## config.mk

```make
export PLATFORM = sky130hd
export DESIGN_NAME = multi_eq_lock_monitor
export DESIGN_NICKNAME = d
export VERILOG_FILES = /design/src/rtl/multi_eq_pkg.sv /design/src/rtl/eq_vec_compare.sv /design/src/rtl/multi_eq_lock_monitor.sv
export SDC_FILE = /design/constraint.sdc
export NUM_CORES = 1
export LEC_CHECK = 0
export ABC_AREA = 0
export ABC_CLOCK_PERIOD_IN_PS = 2800
export CORE_MARGIN = 2
export CORE_UTILIZATION = 37
export DETAILED_ROUTE_END_ITERATION = 8
export PLACE_DENSITY = 0.71
export SETUP_SLACK_MARGIN = 0.05
export SLEW_MARGIN = 40
export SYNTH_ARGS = -nofsm -noshare
export SYNTH_HDL_FRONTEND = slang
export SYNTH_SLANG_ARGS = --single-unit
```

## constraint.sdc

```tcl
create_clock -name clk -period 2.8 [get_ports clk]
set_input_delay 0.7 -clock clk [delete_from_list [all_inputs] [get_ports clk]]
set_output_delay 0.7 -clock clk [all_outputs]
set_load 0.01 [all_outputs]
```

## src/rtl/multi_eq_pkg.sv

```systemverilog
// Shared types for the multi-channel equality lock monitor.
//   lock_state_t : lock-detect FSM state encoding
//   STATE_W      : width of the exported state field
package multi_eq_pkg;

  localparam int STATE_W = 2;

  typedef enum logic [STATE_W-1:0] {
    IDLE   = 2'd0,
    ACQ    = 2'd1,
    LOCKED = 2'd2,
    HOLD   = 2'd3
  } lock_state_t;

endpackage

```

## src/rtl/eq_vec_compare.sv

```systemverilog
// Combinational per-channel comparator: flags every channel that differs
// from channel 0.
//   in_data   [N*W] : channel i at [i*W +: W]
//   diff_mask [N]   : bit i = channel i != channel 0; bit 0 always 0
module eq_vec_compare #(
  parameter int W = 3,
  parameter int N = 3
) (
  input  logic [N*W-1:0] in_data,
  output logic [N-1:0]   diff_mask
);

  always_comb begin
    // NOTE: assigning a default before any conditional/loop writes keeps
    // every bit driven on every path, so no latch is inferred.
    diff_mask = '0;
    for (int i = 1; i < N; i++) begin
      diff_mask[i] = (in_data[i*W +: W] != in_data[W-1:0]);
    end
  end

endmodule

```

## src/rtl/multi_eq_lock_monitor.sv

```systemverilog
// N-channel, W-bit equality monitor with lock detection.
// Each accepted sample (in_valid & ~clear) is compared channel-by-channel
// against channel 0. LOCK_LEN consecutive all-equal samples acquire lock;
// LOSS_LEN consecutive mismatches drop it. Saturating match/mismatch
// counters and a sticky error flag provide status readout.
//   clk, rst_n    : clock, asynchronous active-low reset
//   clear         : synchronous clear of FSM, counters, sticky flag
//   in_valid      : in_data qualifier
//   in_data       : N channels of W bits
//   eq_valid      : registered copy of accepted in_valid
//   eq, diff_mask : compare result of last accepted sample
//   state, locked : FSM state; locked = LOCKED or HOLD
//   match_cnt     : accepted equal samples (saturating)
//   mismatch_cnt  : accepted unequal samples (saturating)
//   sticky_err    : mismatch seen while LOCKED or HOLD
module multi_eq_lock_monitor
  import multi_eq_pkg::*;
#(
  parameter int W        = 3,
  parameter int N        = 3,
  parameter int LOCK_LEN = 4,
  parameter int LOSS_LEN = 2,
  parameter int CNT_W    = 16
) (
  input  logic               clk,
  input  logic               rst_n,
  input  logic               clear,
  input  logic               in_valid,
  input  logic [N*W-1:0]     in_data,
  output logic               eq_valid,
  output logic               eq,
  output logic [N-1:0]       diff_mask,
  output logic [STATE_W-1:0] state,
  output logic               locked,
  output logic [CNT_W-1:0]   match_cnt,
  output logic [CNT_W-1:0]   mismatch_cnt,
  output logic               sticky_err
);

  localparam int MAX_LEN = (LOCK_LEN > LOSS_LEN) ? LOCK_LEN : LOSS_LEN;
  localparam int RUN_W   = $clog2(MAX_LEN) + 1;
  localparam logic [CNT_W-1:0] CNT_MAX = {CNT_W{1'b1}};

  logic [N-1:0] diff_now;
  logic         all_eq;
  logic         accept;

  lock_state_t  state_q, state_nxt;
  logic [RUN_W-1:0] run_q, run_nxt, run_inc;
  logic [RUN_W-1:0] miss_q, miss_nxt, miss_inc;
  logic         sticky_q, sticky_nxt;

  eq_vec_compare #(.W(W), .N(N)) u_cmp (
    .in_data   (in_data),
    .diff_mask (diff_now)
  );

  assign all_eq   = ~|diff_now;
  assign accept   = in_valid & ~clear;
  assign run_inc  = run_q + RUN_W'(1);
  assign miss_inc = miss_q + RUN_W'(1);

  // Next-state logic; clear wins over a same-cycle sample.
  always_comb begin
    state_nxt  = state_q;
    run_nxt    = run_q;
    miss_nxt   = miss_q;
    sticky_nxt = sticky_q;
    if (clear) begin
      state_nxt  = IDLE;
      run_nxt    = '0;
      miss_nxt   = '0;
      sticky_nxt = 1'b0;
    end else if (in_valid) begin
      unique case (state_q)
        IDLE: begin
          if (all_eq) begin
            state_nxt = ACQ;
            run_nxt   = RUN_W'(1);
          end
        end
        ACQ: begin
          if (!all_eq) begin
            state_nxt = IDLE;
            run_nxt   = '0;
          end else if (run_inc == RUN_W'(LOCK_LEN)) begin
            state_nxt = LOCKED;
            run_nxt   = '0;
          end else begin
            run_nxt = run_inc;
          end
        end
        LOCKED: begin
          if (!all_eq) begin
            sticky_nxt = 1'b1;
            if (LOSS_LEN == 1) begin
              // A single miss already drops lock; no miss count to carry.
              state_nxt = IDLE;
              miss_nxt  = '0;
            end else begin
              state_nxt = HOLD;
              miss_nxt  = RUN_W'(1);
            end
          end
        end
        HOLD: begin
          if (all_eq) begin
            state_nxt = LOCKED;
            miss_nxt  = '0;
          end else begin
            sticky_nxt = 1'b1;
            if (miss_inc == RUN_W'(LOSS_LEN)) begin
              state_nxt = IDLE;
              miss_nxt  = '0;
            end else begin
              miss_nxt = miss_inc;
            end
          end
        end
        default: state_nxt = IDLE;
      endcase
    end
  end

  // NOTE: sequential state uses non-blocking assignments so every register
  // samples the pre-edge values regardless of statement order.
  always_ff @(posedge clk or negedge rst_n) begin
    if (!rst_n) begin
      state_q  <= IDLE;
      run_q    <= '0;
      miss_q   <= '0;
      sticky_q <= 1'b0;
      locked   <= 1'b0;
    end else begin
      state_q  <= state_nxt;
      run_q    <= run_nxt;
      miss_q   <= miss_nxt;
      sticky_q <= sticky_nxt;
      locked   <= (state_nxt == LOCKED) || (state_nxt == HOLD);
    end
  end

  // Output/status registers. eq and diff_mask keep the last accepted
  // result across idle cycles and across clear.
  always_ff @(posedge clk or negedge rst_n) begin
    if (!rst_n) begin
      eq_valid     <= 1'b0;
      eq           <= 1'b0;
      diff_mask    <= '0;
      match_cnt    <= '0;
      mismatch_cnt <= '0;
    end else begin
      eq_valid <= accept;
      if (clear) begin
        match_cnt    <= '0;
        mismatch_cnt <= '0;
      end else if (in_valid) begin
        eq        <= all_eq;
        diff_mask <= diff_now;
        if (all_eq) begin
          if (match_cnt != CNT_MAX) match_cnt <= match_cnt + CNT_W'(1);
        end else begin
          if (mismatch_cnt != CNT_MAX) mismatch_cnt <= mismatch_cnt + CNT_W'(1);
        end
      end
    end
  end

  assign state      = state_q;
  assign sticky_err = sticky_q;

endmodule

```

==> results.ini <==
[sta]
rsz0062_at_grt=false
fin_crit_ns=2.49
finalMaxSlewViolations=0
final-hold-violation-count=0
tightest_slew_ns=0.622
skew_ns=0.00622
hold_slack_ns=0.402
min_period_over_period=0.888
max_clock_freq_mhz=402
setup_viol=0
relSlewSlack=0.586

[min_path]
min-delay-path-class=in2async

[power]
pwr-share-comb=0.095
pwr-share-clk=0.382
seqPwrFrac=0.523
switching_share=0.234
netSwitchingPower_mw=0.304
power.leakage_nw=1.28
power_mw=1.30
p_int_mw=0.994
ir_drop_mv=0.269
p_per_area_nw_per_um2=385

[yosys]
netlist_area_um2=2640
yosysSeqAreaShare=0.436
ys_warn_count=0
yosys_most_used_dff=dfrtp_1
ys_ff_latch=46
ys_top_cells_by_area=dfrtp_1, or4_1, a21oi_1, nand2_1, o31ai_1
async_reset_ff_frac=1.00
synth_top_area_frac=0.436
synthCells=282
synth_edf_count=0
synth_nets=301
ys_types=53
synth_area_leader_cell=dfrtp_1
syn_avg_cell_area_um2=9.36

[routing]
drtIter0Drc=213
wl_um=6460
vias=2413
avgViaCountPerCell=5.57
wire_per_inst_um=14.9
antenna_left=0
route.detailed.drc=0
dr.pass1.iters=4

[final_layout]
syn2layout_area_growth_pct=27.6
fin_cells=433
antennaDiodeCount=0
num-nets-final=355
layout-drive-gt1-share=0.0861

[grt]
grt_pass1_vias=2197
grt.overflow.total=0
antenna_found_initial=0
grt_max_degree=41
grt_pass1_wl_um=10500
grt_use_total=0.174

[clock_tree]
clock_sinks=46
post_cts_resized=0
htree_num_levels=2
cts_buffers=5
clk_latency_ns=0.31
cts_setup_buffers=0
clockBufferDepth=2
ctsHoldBuffers=0
clkTransAtPathRegs_ns=0.09
cts_root_buffer=clkbuf_8
cts_tree=built

[floorplanning]
die_h_um=88.5
rows=30
die_width_um=88.5
core-area_um2=6830
ioPinCount=54
start_util=0.386
dieArea_um2=7830

[placed_design]
place.gp.congestion=0.801
dp_cells=425
place_hpwl_um=4600
place.port_buffers=52

[setup_path]
end_kind=register
crit_arrival_ns=2.71
start_kind=input port
crit_fanout=20
required_ns=3.03
critical_path_class=in2reg

[flow_run]
cap_violations=0

[outcome]
status=completed

==> path summary, 6_finish.rpt <==
| kind | startpoint | to | slack, ns | depth (start not counted) |
|---|---|---|---|---|
| max | in_data[0] | match_cnt[3] | 0.31 | 7 |
| min | rst_n | miss_q[2] | 0.40 | 1 |
| max reg2reg | match_cnt[3] | match_cnt[15] | 0.71 | 5 |
| min reg2reg | diff_mask[1] | diff_mask[1] | 0.49 | 2 |
| max in group asynchronous | rst_n | mismatch_cnt[4] | 1.80 | 2 |
| min in group clk | diff_mask[1] | diff_mask[1] | 0.49 | 2 |
==> power by group through the flow <==
stage          Sequential, mW  Combinational [mW]  Clock [mW]
2_1_floorplan           0.695              0.0559           0
3_3_place_gp            0.692               0.122           0
3_5_place_dp            0.693               0.124           0
4_1_cts                 0.680               0.125       0.507
5_1_grt                 0.682               0.135       0.536
6_report                0.679               0.123       0.496
==> cells in the final DEF, fill, tap and decap left out, drive strengths merged, types with 3 or more instances in the layout <==
cell type,n
nand2,27
or2,3
nand4,16
buf,12
xor2,3
clkdlybuf4s50,51
a21oi,23
nor2,15
or3,5
o41ai,4
xnor2,10
o31ai,13
dfrtp,46
inv,9
o21ai,12
ha,6
nand2b,3
or4,18
and3,3
nand3,16
clkbuf,7
==> synthesized netlist by cell type, drive strengths merged, types with 3 or more instances <==
library cell / instances
o31ai: 13
o41ai: 4
dfrtp: 46
clkbuf: 7
or2: 3
ha: 6
or4: 18
buf: 8
nand4: 16
nand2b: 3
a21oi: 23
nand2: 27
xor2: 3
or3: 5
nor2: 15
and3: 3
inv: 9
xnor2: 10
nand3: 16
o21ai: 12
==> stage by stage <==
stage           util  setup WS, ns  TNS, ns  instance area (µm²)
2_1_floorplan      -         0.623        0                 2640
3_3_place_gp   0.477        0.0740        0                 3260
3_5_place_dp   0.477       -0.0113  -0.0113                 3260
4_1_cts        0.493         0.308        0                 3370
5_1_grt        0.493         0.137        0                 3370
6_report       0.493         0.313        0                 3370
==> sequential cells by signal, indices dropped and copies added, names as in the netlist <==
register	cells
locked	1
sticky_err	1
match_cnt	16
state	2
eq_valid	1
run_q	3
miss_q	3
diff_mask	2
mismatch_cnt	16
eq	1
==> metal layers <==
metal | GRT usage | routed length [µm]
met4 | 0.0523 | 72
met2 | 0.282 | 3090
met1 | 0.231 | 2870
met3 | 0.0410 | 423
met5 | 0 | 0
==> area by class of cell <==
type / instances / area, µm²
Tap cell: 96 / 120
Timing Repair Buffer: 63 / 611
Clock inverter: 1 / 30.0
Clock buffer: 7 / 76.3
Fill cell: 665 / 3460
Sequential cell: 46 / 1150
Multi-Input combinational cell: 211 / 1350
Inverter: 9 / 33.8
==> worst max-delay path, stage by stage <==
cell and delay (ns):
clkdlybuf4s50_1 0.45, xnor2_1 0.24, and3_1 0.31, nand3_1 0.11, buf_4 0.21, or4_2 0.60
o21ai_0 0.09
==> kinds of logic (layout without fill, tap and decap cells) <==
group                    count (synthesis)  after routing  share of synthesized area
AO/OA/AOI/OAI                           70             70                      0.173
XOR/XNOR                                13             13                     0.0431
adder cells (fa/ha/maj)                  6              6                     0.0284
buffers and inverters                   25             80                     0.0540
flip-flops                              46             46                      0.436
multiplexers                             3              3                     0.0118
other                                    1              1                    0.00142
AND/OR/NAND/NOR                        118            118                      0.252
Note: power is estimated with default switching activity, not from simulation.
